[config.mk]
export PLATFORM = sky130hd
export DESIGN_NAME = pe_layer_seq
export DESIGN_NICKNAME = d
export VERILOG_FILES = /design/src/rtl/pe_layer_seq_pkg.sv /design/src/rtl/pe_layer_seq_ch_pick.sv /design/src/rtl/pe_layer_seq.sv
export SDC_FILE = /design/constraint.sdc
export NUM_CORES = 1
export LEC_CHECK = 0
export CAP_MARGIN = 30
export CORE_UTILIZATION = 50
export CTS_BUF_LIST = sky130_fd_sc_hd__clkbuf_4
export DETAILED_ROUTE_END_ITERATION = 10
export MAX_ROUTING_LAYER = met4
export PLACE_DENSITY = 0.8
export RECOVER_POWER = 100
export REMOVE_ABC_BUFFERS = 1
export SLEW_MARGIN = 20
export SYNTH_ARGS = -nofsm -noshare
export SYNTH_HDL_FRONTEND = slang
export SYNTH_SLANG_ARGS = --single-unit
export TNS_END_PERCENT = 20
[constraint.sdc]
create_clock -name clk -period 5.1 [get_ports clk]
set_clock_uncertainty 0.2 [all_clocks]
set_input_delay 1.275 -clock clk [delete_from_list [all_inputs] [get_ports clk]]
set_output_delay 1.275 -clock clk [all_outputs]
set_load 0.01 [all_outputs]
[src/rtl/pe_layer_seq_pkg.sv]
// ============================================================================
// Module   : pe_layer_seq_pkg
// Purpose  : Shared state encoding, default sizes and channel-width helper
//            for the PE layer sequencer.
// Revision : 1.0 - initial release
// ============================================================================
`default_nettype none

package pe_layer_seq_pkg;

    localparam int c_NUM_CH_DEFAULT = 3;
    localparam int c_K_W_DEFAULT    = 8;

    // Channel index width, never narrower than one bit.
    function automatic int ch_width(input int n);
        return (n <= 2) ? 1 : $clog2(n);
    endfunction

    typedef enum logic [2:0] {
        ST_IDLE     = 3'd0,
        ST_SCAN     = 3'd1,
        ST_LOAD_IN  = 3'd2,
        ST_LOAD_FLT = 3'd3,
        ST_PPU_WAIT = 3'd4,
        ST_SWAP     = 3'd5,
        ST_DONE     = 3'd6
    } pe_seq_state_e;

endpackage

`default_nettype wire

[src/rtl/pe_layer_seq_ch_pick.sv]
// ============================================================================
// Module   : ch_pick
// Purpose  : Lowest-set-bit priority encoder over the remaining channel mask.
// Revision : 1.0 - initial release
// ============================================================================
`default_nettype none

module ch_pick
    import pe_layer_seq_pkg::*;
#(
    parameter int N = c_NUM_CH_DEFAULT,
    parameter int W = ch_width(N)
) (
    input  logic [N-1:0] mask,
    output logic [W-1:0] idx,
    output logic         any
);

    always_comb begin
        idx = '0;
        any = |mask;
        // Scan downward so the lowest set bit is the last one written.
        for (int i = N - 1; i >= 0; i--) begin
            if (mask[i]) begin
                idx = W'(i);
            end
        end
    end

endmodule

`default_nettype wire

[src/rtl/pe_layer_seq.sv]
// ============================================================================
// Module   : pe_layer_seq
// Purpose  : Sequences input load, per-group filter load and PPU write-back
//            over the enabled channels of one layer, then swaps the bank.
// Revision : 1.0 - initial release
// ============================================================================
`default_nettype none

module pe_layer_seq
    import pe_layer_seq_pkg::*;
#(
    parameter  int NUM_CH = c_NUM_CH_DEFAULT,
    parameter  int K_W    = c_K_W_DEFAULT,
    localparam int CH_W   = ch_width(NUM_CH)
) (
    input  logic              clk,
    input  logic              rst,
    input  logic              start,
    input  logic [NUM_CH-1:0] valid_channel,
    input  logic [K_W-1:0]    k_groups,
    input  logic              in_finish,
    input  logic              filter_finish,
    input  logic              ppu_finish,
    output logic              req_input,
    output logic              req_filter,
    output logic [CH_W-1:0]   ch_sel,
    output logic [K_W-1:0]    kg_cnt,
    output logic              bank_sel,
    output logic [2:0]        state,
    output logic              busy,
    output logic              done,
    output logic              err
);

    pe_seq_state_e     r_state;
    pe_seq_state_e     w_state_nxt;
    logic [NUM_CH-1:0] r_rem_mask;
    logic [K_W-1:0]    r_kg_max;
    logic [K_W-1:0]    r_kg_cnt;
    logic [CH_W-1:0]   r_ch_sel;
    logic              r_bank_sel;
    logic              r_mask_nz;
    logic              r_err;
    logic              r_done;

    logic [CH_W-1:0]   w_pick_idx;
    logic              w_pick_any;
    logic              w_start_acc;
    logic              w_scan_pick;
    logic              w_kg_inc;
    logic              w_swap;
    logic              w_stray;

    ch_pick #(
        .N (NUM_CH),
        .W (CH_W)
    ) u_ch_pick (
        .mask (r_rem_mask),
        .idx  (w_pick_idx),
        .any  (w_pick_any)
    );

    always_ff @(posedge clk) begin
        if (rst) begin
            r_state <= ST_IDLE;
        end else begin
            r_state <= w_state_nxt;
        end
    end

    always_comb begin
        w_state_nxt = r_state;
        w_start_acc = 1'b0;
        w_scan_pick = 1'b0;
        w_kg_inc    = 1'b0;
        w_swap      = 1'b0;
        case (r_state)
            ST_IDLE: begin
                if (start) begin
                    w_start_acc = 1'b1;
                    w_state_nxt = ST_SCAN;
                end
            end
            ST_SCAN: begin
                if (w_pick_any) begin
                    w_scan_pick = 1'b1;
                    w_state_nxt = ST_LOAD_IN;
                end else begin
                    w_state_nxt = ST_SWAP;
                end
            end
            ST_LOAD_IN: begin
                if (in_finish) begin
                    w_state_nxt = ST_LOAD_FLT;
                end
            end
            ST_LOAD_FLT: begin
                if (filter_finish) begin
                    w_state_nxt = ST_PPU_WAIT;
                end
            end
            ST_PPU_WAIT: begin
                if (ppu_finish) begin
                    if (r_kg_cnt == r_kg_max - K_W'(1)) begin
                        w_state_nxt = ST_SCAN;
                    end else begin
                        w_kg_inc    = 1'b1;
                        w_state_nxt = ST_LOAD_FLT;
                    end
                end
            end
            ST_SWAP: begin
                w_swap      = 1'b1;
                w_state_nxt = ST_DONE;
            end
            ST_DONE: begin
                w_state_nxt = ST_IDLE;
            end
            default: begin
                w_state_nxt = ST_IDLE;
            end
        endcase
    end

    // A finish strobe is only legal in the one state that consumes it.
    assign w_stray = (in_finish     && (r_state != ST_LOAD_IN))
                   | (filter_finish && (r_state != ST_LOAD_FLT))
                   | (ppu_finish    && (r_state != ST_PPU_WAIT));

    always_ff @(posedge clk) begin
        if (rst) begin
            r_rem_mask <= '0;
            r_kg_max   <= '0;
            r_kg_cnt   <= '0;
            r_ch_sel   <= '0;
            r_bank_sel <= 1'b0;
            r_mask_nz  <= 1'b0;
            r_err      <= 1'b0;
            r_done     <= 1'b0;
        end else begin
            r_done <= (w_state_nxt == ST_DONE);
            r_err  <= (w_start_acc ? 1'b0 : r_err) | w_stray;
            if (w_start_acc) begin
                r_rem_mask <= valid_channel;
                r_kg_max   <= (k_groups == '0) ? K_W'(1) : k_groups;
                r_mask_nz  <= |valid_channel;
            end
            if (w_scan_pick) begin
                r_ch_sel   <= w_pick_idx;
                r_rem_mask <= r_rem_mask & (r_rem_mask - NUM_CH'(1));
                r_kg_cnt   <= '0;
            end
            if (w_kg_inc) begin
                r_kg_cnt <= r_kg_cnt + K_W'(1);
            end
            if (w_swap && r_mask_nz) begin
                r_bank_sel <= ~r_bank_sel;
            end
        end
    end

    assign req_input  = (r_state == ST_LOAD_IN);
    assign req_filter = (r_state == ST_LOAD_FLT);
    assign busy       = (r_state != ST_IDLE);
    assign state      = r_state;
    assign ch_sel     = r_ch_sel;
    assign kg_cnt     = r_kg_cnt;
    assign bank_sel   = r_bank_sel;
    assign done       = r_done;
    assign err        = r_err;

endmodule

`default_nettype wire

==> reports/qor.yml <==
status: "finished, violations left"
violations: "DRC"
hold_viol_final: 0
synth_edf_count: 0
cp_slowest_stage_delay_ns: 0.87
crit_arrival_ns: 3.46
cts.repair.resized: 0
power.internal_mw: 0.4644
totalWireLength_um: 3425
cts_buffers: 3
pwr-share-clk_pct: 11.4
syn2layout_area_growth_pct: 22.70
placed_area_um2: 1879
cts.sinks: 28
p_seq_share_pct: 40.7
ys_ff_latch: 28
worst_slack_ns: 1.669
final_nets: 242
drc: 2
timing.critical_path.buf_inv: 2
ys.flop_type: "dfxtp_1"
drtAntennaViolNets: 0
cts_max_path_buffers: 2
vias: 1466
finalSetupViolations: 0
syn-cell-area_um2: 1538
grt_max_degree: 28
pre_cts_ws_ns: 1.785
hold_start: "err"
hold_path_class: "flip-flop to flip-flop"
first_global_vias: 1404
crit_path_end_kind: "flip-flop"
rows: 19
clockRootBuffer: "clkbuf_4"
async_flop_share_pct: 0
layout_commonest_cell: "nand2_1"
grt_overflow: 0
place_hpwl_um: 2577
place_congestion: 0.9162
startpoint: "rst"
die_x_um: 57.46
p_sw_share_pct: 40.58
cap_violations: 0
p_comb_share_pct: 47.9
reg2reg_depth: 8
dieArea_um2: 3301
reg2reg_from: "r_kg_max[0]"
antenna_cells: 0
coreArea_um2: 2829
power_density_nw_per_um2: 414.2
hold_depth: 2
syn_inst: 190
final_area_um2: 1887
syn-mean-instance-area_um2: 8.093
clk_pin_slew_ns: 0.14
critPathMaxFanout: 27
fin_crit_sh_pct: 67.28
synth_warnings: 0
irDropWorstVdd_uv: 357.4
rsz0062_at_grt: "false"
required_ns: 5.13
power.switching_mw: 0.3171
worstSetupPathType: "input port to flip-flop"
timing.fmax_mhz: 291.4
cts_tree: "built"
setup.worst_path.start_class: "input port"
finalSetupTns_ns: 0
antenna_found_initial: 0
drv_slew: 0
wl_per_cell_um: 13.59
multi_input_area_um2: 895.9
fill_cells: 248
post_cts_buffers: 0
start_util_pct: 54.36
relSlewSlack_pct: 20.57
yosysSeqAreaShare_pct: 36.45
ff_latch_area_um2: 560.5
ys_types: 45
mostFrequentLayoutCells: "nand2_1 (34), dfxtp_1 (28), dlygate4sd3_1 (20)"
io_pins: 36
layout-drive-gt1-share_pct: 5.430
grt_pass1_wl_um: 5885
ctsHoldBuffers: 0
p_leak_nw: 0.7827
port_buffers: 35
worst_slew_pin_slew_ns: 1.191
crit_family: "buffers and inverters"
viasPerCell: 5.817
track_usage_pct: 23.04
cp_slowest_cell: "clkbuf_1"
die_h_um: 57.46
drtPass1Iterations: 7
clkLatencyLatePin_ns: 0.32
crit_cells: 4
drt_iter0_drc: 100
hold_slack_ns: 0.2704
htreeDepth: 1
fin_crit_ns: 3.431
path_cells: "dlygate4sd3_1 -> clkbuf_1 -> nor3b_1 -> a221o_1"
p_total_mw: 0.7815
[state kept, by name (all words and copies together) (netlist names)]
register and count:
r_kg_max 8, r_mask_nz 1, done 1, r_rem_mask 3, bank_sel 1, err 1
kg_cnt 8, state 3, ch_sel 2
[Yosys cell counts, types with 3 or more instances]
library cell | instances | area share, %
a21oi_1 | 17 | 5.5
a221o_1 | 3 | 2.0
and2_1 | 3 | 1.2
clkbuf_1 | 5 | 1.2
dfxtp_1 | 28 | 36
inv_1 | 4 | 0.98
nand2_1 | 34 | 8.3
nand3_1 | 4 | 1.3
nor2_1 | 17 | 4.1
nor2b_1 | 5 | 2.0
nor3_1 | 8 | 2.6
nor4_1 | 5 | 2.0
o21ai_0 | 3 | 0.98
or2_2 | 4 | 1.6
xnor2_1 | 8 | 4.6
xor2_1 | 6 | 3.4
[stage by stage]
| step | util (%) | instances |
|---|---|---|
| detailed placement | 66.43 | 249 |
| floorplan | - | 182 |
| global route | 66.70 | 252 |
| CTS | 67.23 | 252 |
| finish | 66.70 | 252 |
| global placement | 66.43 | 249 |
[logic make-up (layout without fill, tap and decap cells)]
| logic type | after synthesis | count (layout) | synth area share (%) |
|---|---|---|---|
| and+or+nand+nor | 92 | 92 | 30.27 |
| adders and majority gates | 2 | 2 | 1.627 |
| buffers and inverters | 12 | 43 | 4.556 |
| DFF | 28 | 28 | 36.45 |
| AOI/OAI and AO/OA | 40 | 40 | 17.74 |
| muxes | 2 | 2 | 1.383 |
| xor gates and xnor gates | 14 | 14 | 7.974 |
[metal layers]
layer	part of all wire, %	GRT usage (%)	routed length (um)
met5	0	-	0
met3	5.0	5.442	171
met2	52	40.37	1773
met1	42	25.64	1428
met4	1.5	7.317	51
[power by group through the flow]
stage	sequential [mW]	combinational (mW)	clock, mW
2_1_floorplan	0.318	0.255	0
3_3_place_gp	0.320	0.373	0
3_5_place_dp	0.323	0.386	0
4_1_cts	0.318	0.388	0.0928
5_1_grt	0.325	0.419	0.103
6_report	0.318	0.374	0.0891
[layout make-up]
cell class / count / share of cell area [%]
sequential: 28 / 29.71
clock buffer: 3 / 1.194
inverter: 4 / 0.7958
multi-input combinational: 150 / 47.48
timing repair buffer: 36 / 18.77
tap: 31 / 2.056
[path summary, 6_finish.rpt]
kind	endpoint	slack, ns
setup / recovery	kg_cnt[4]	1.67
hold / removal	err	0.27
setup reg to reg	kg_cnt[0]	2.07
hold reg to reg	err	0.27
[worst reg2reg max path, stage by stage (launching register included)]
cell     delay (ns)
dfxtp_1        0.41
inv_1          0.08
ha_1           0.25
nor3b_2        0.18
xnor2_1        0.13
nor4_1         0.27
a311o_1        0.47
nor3b_1        0.72
mux2_2         0.28
No activity file was read; power rests on OpenSTA's default activity.
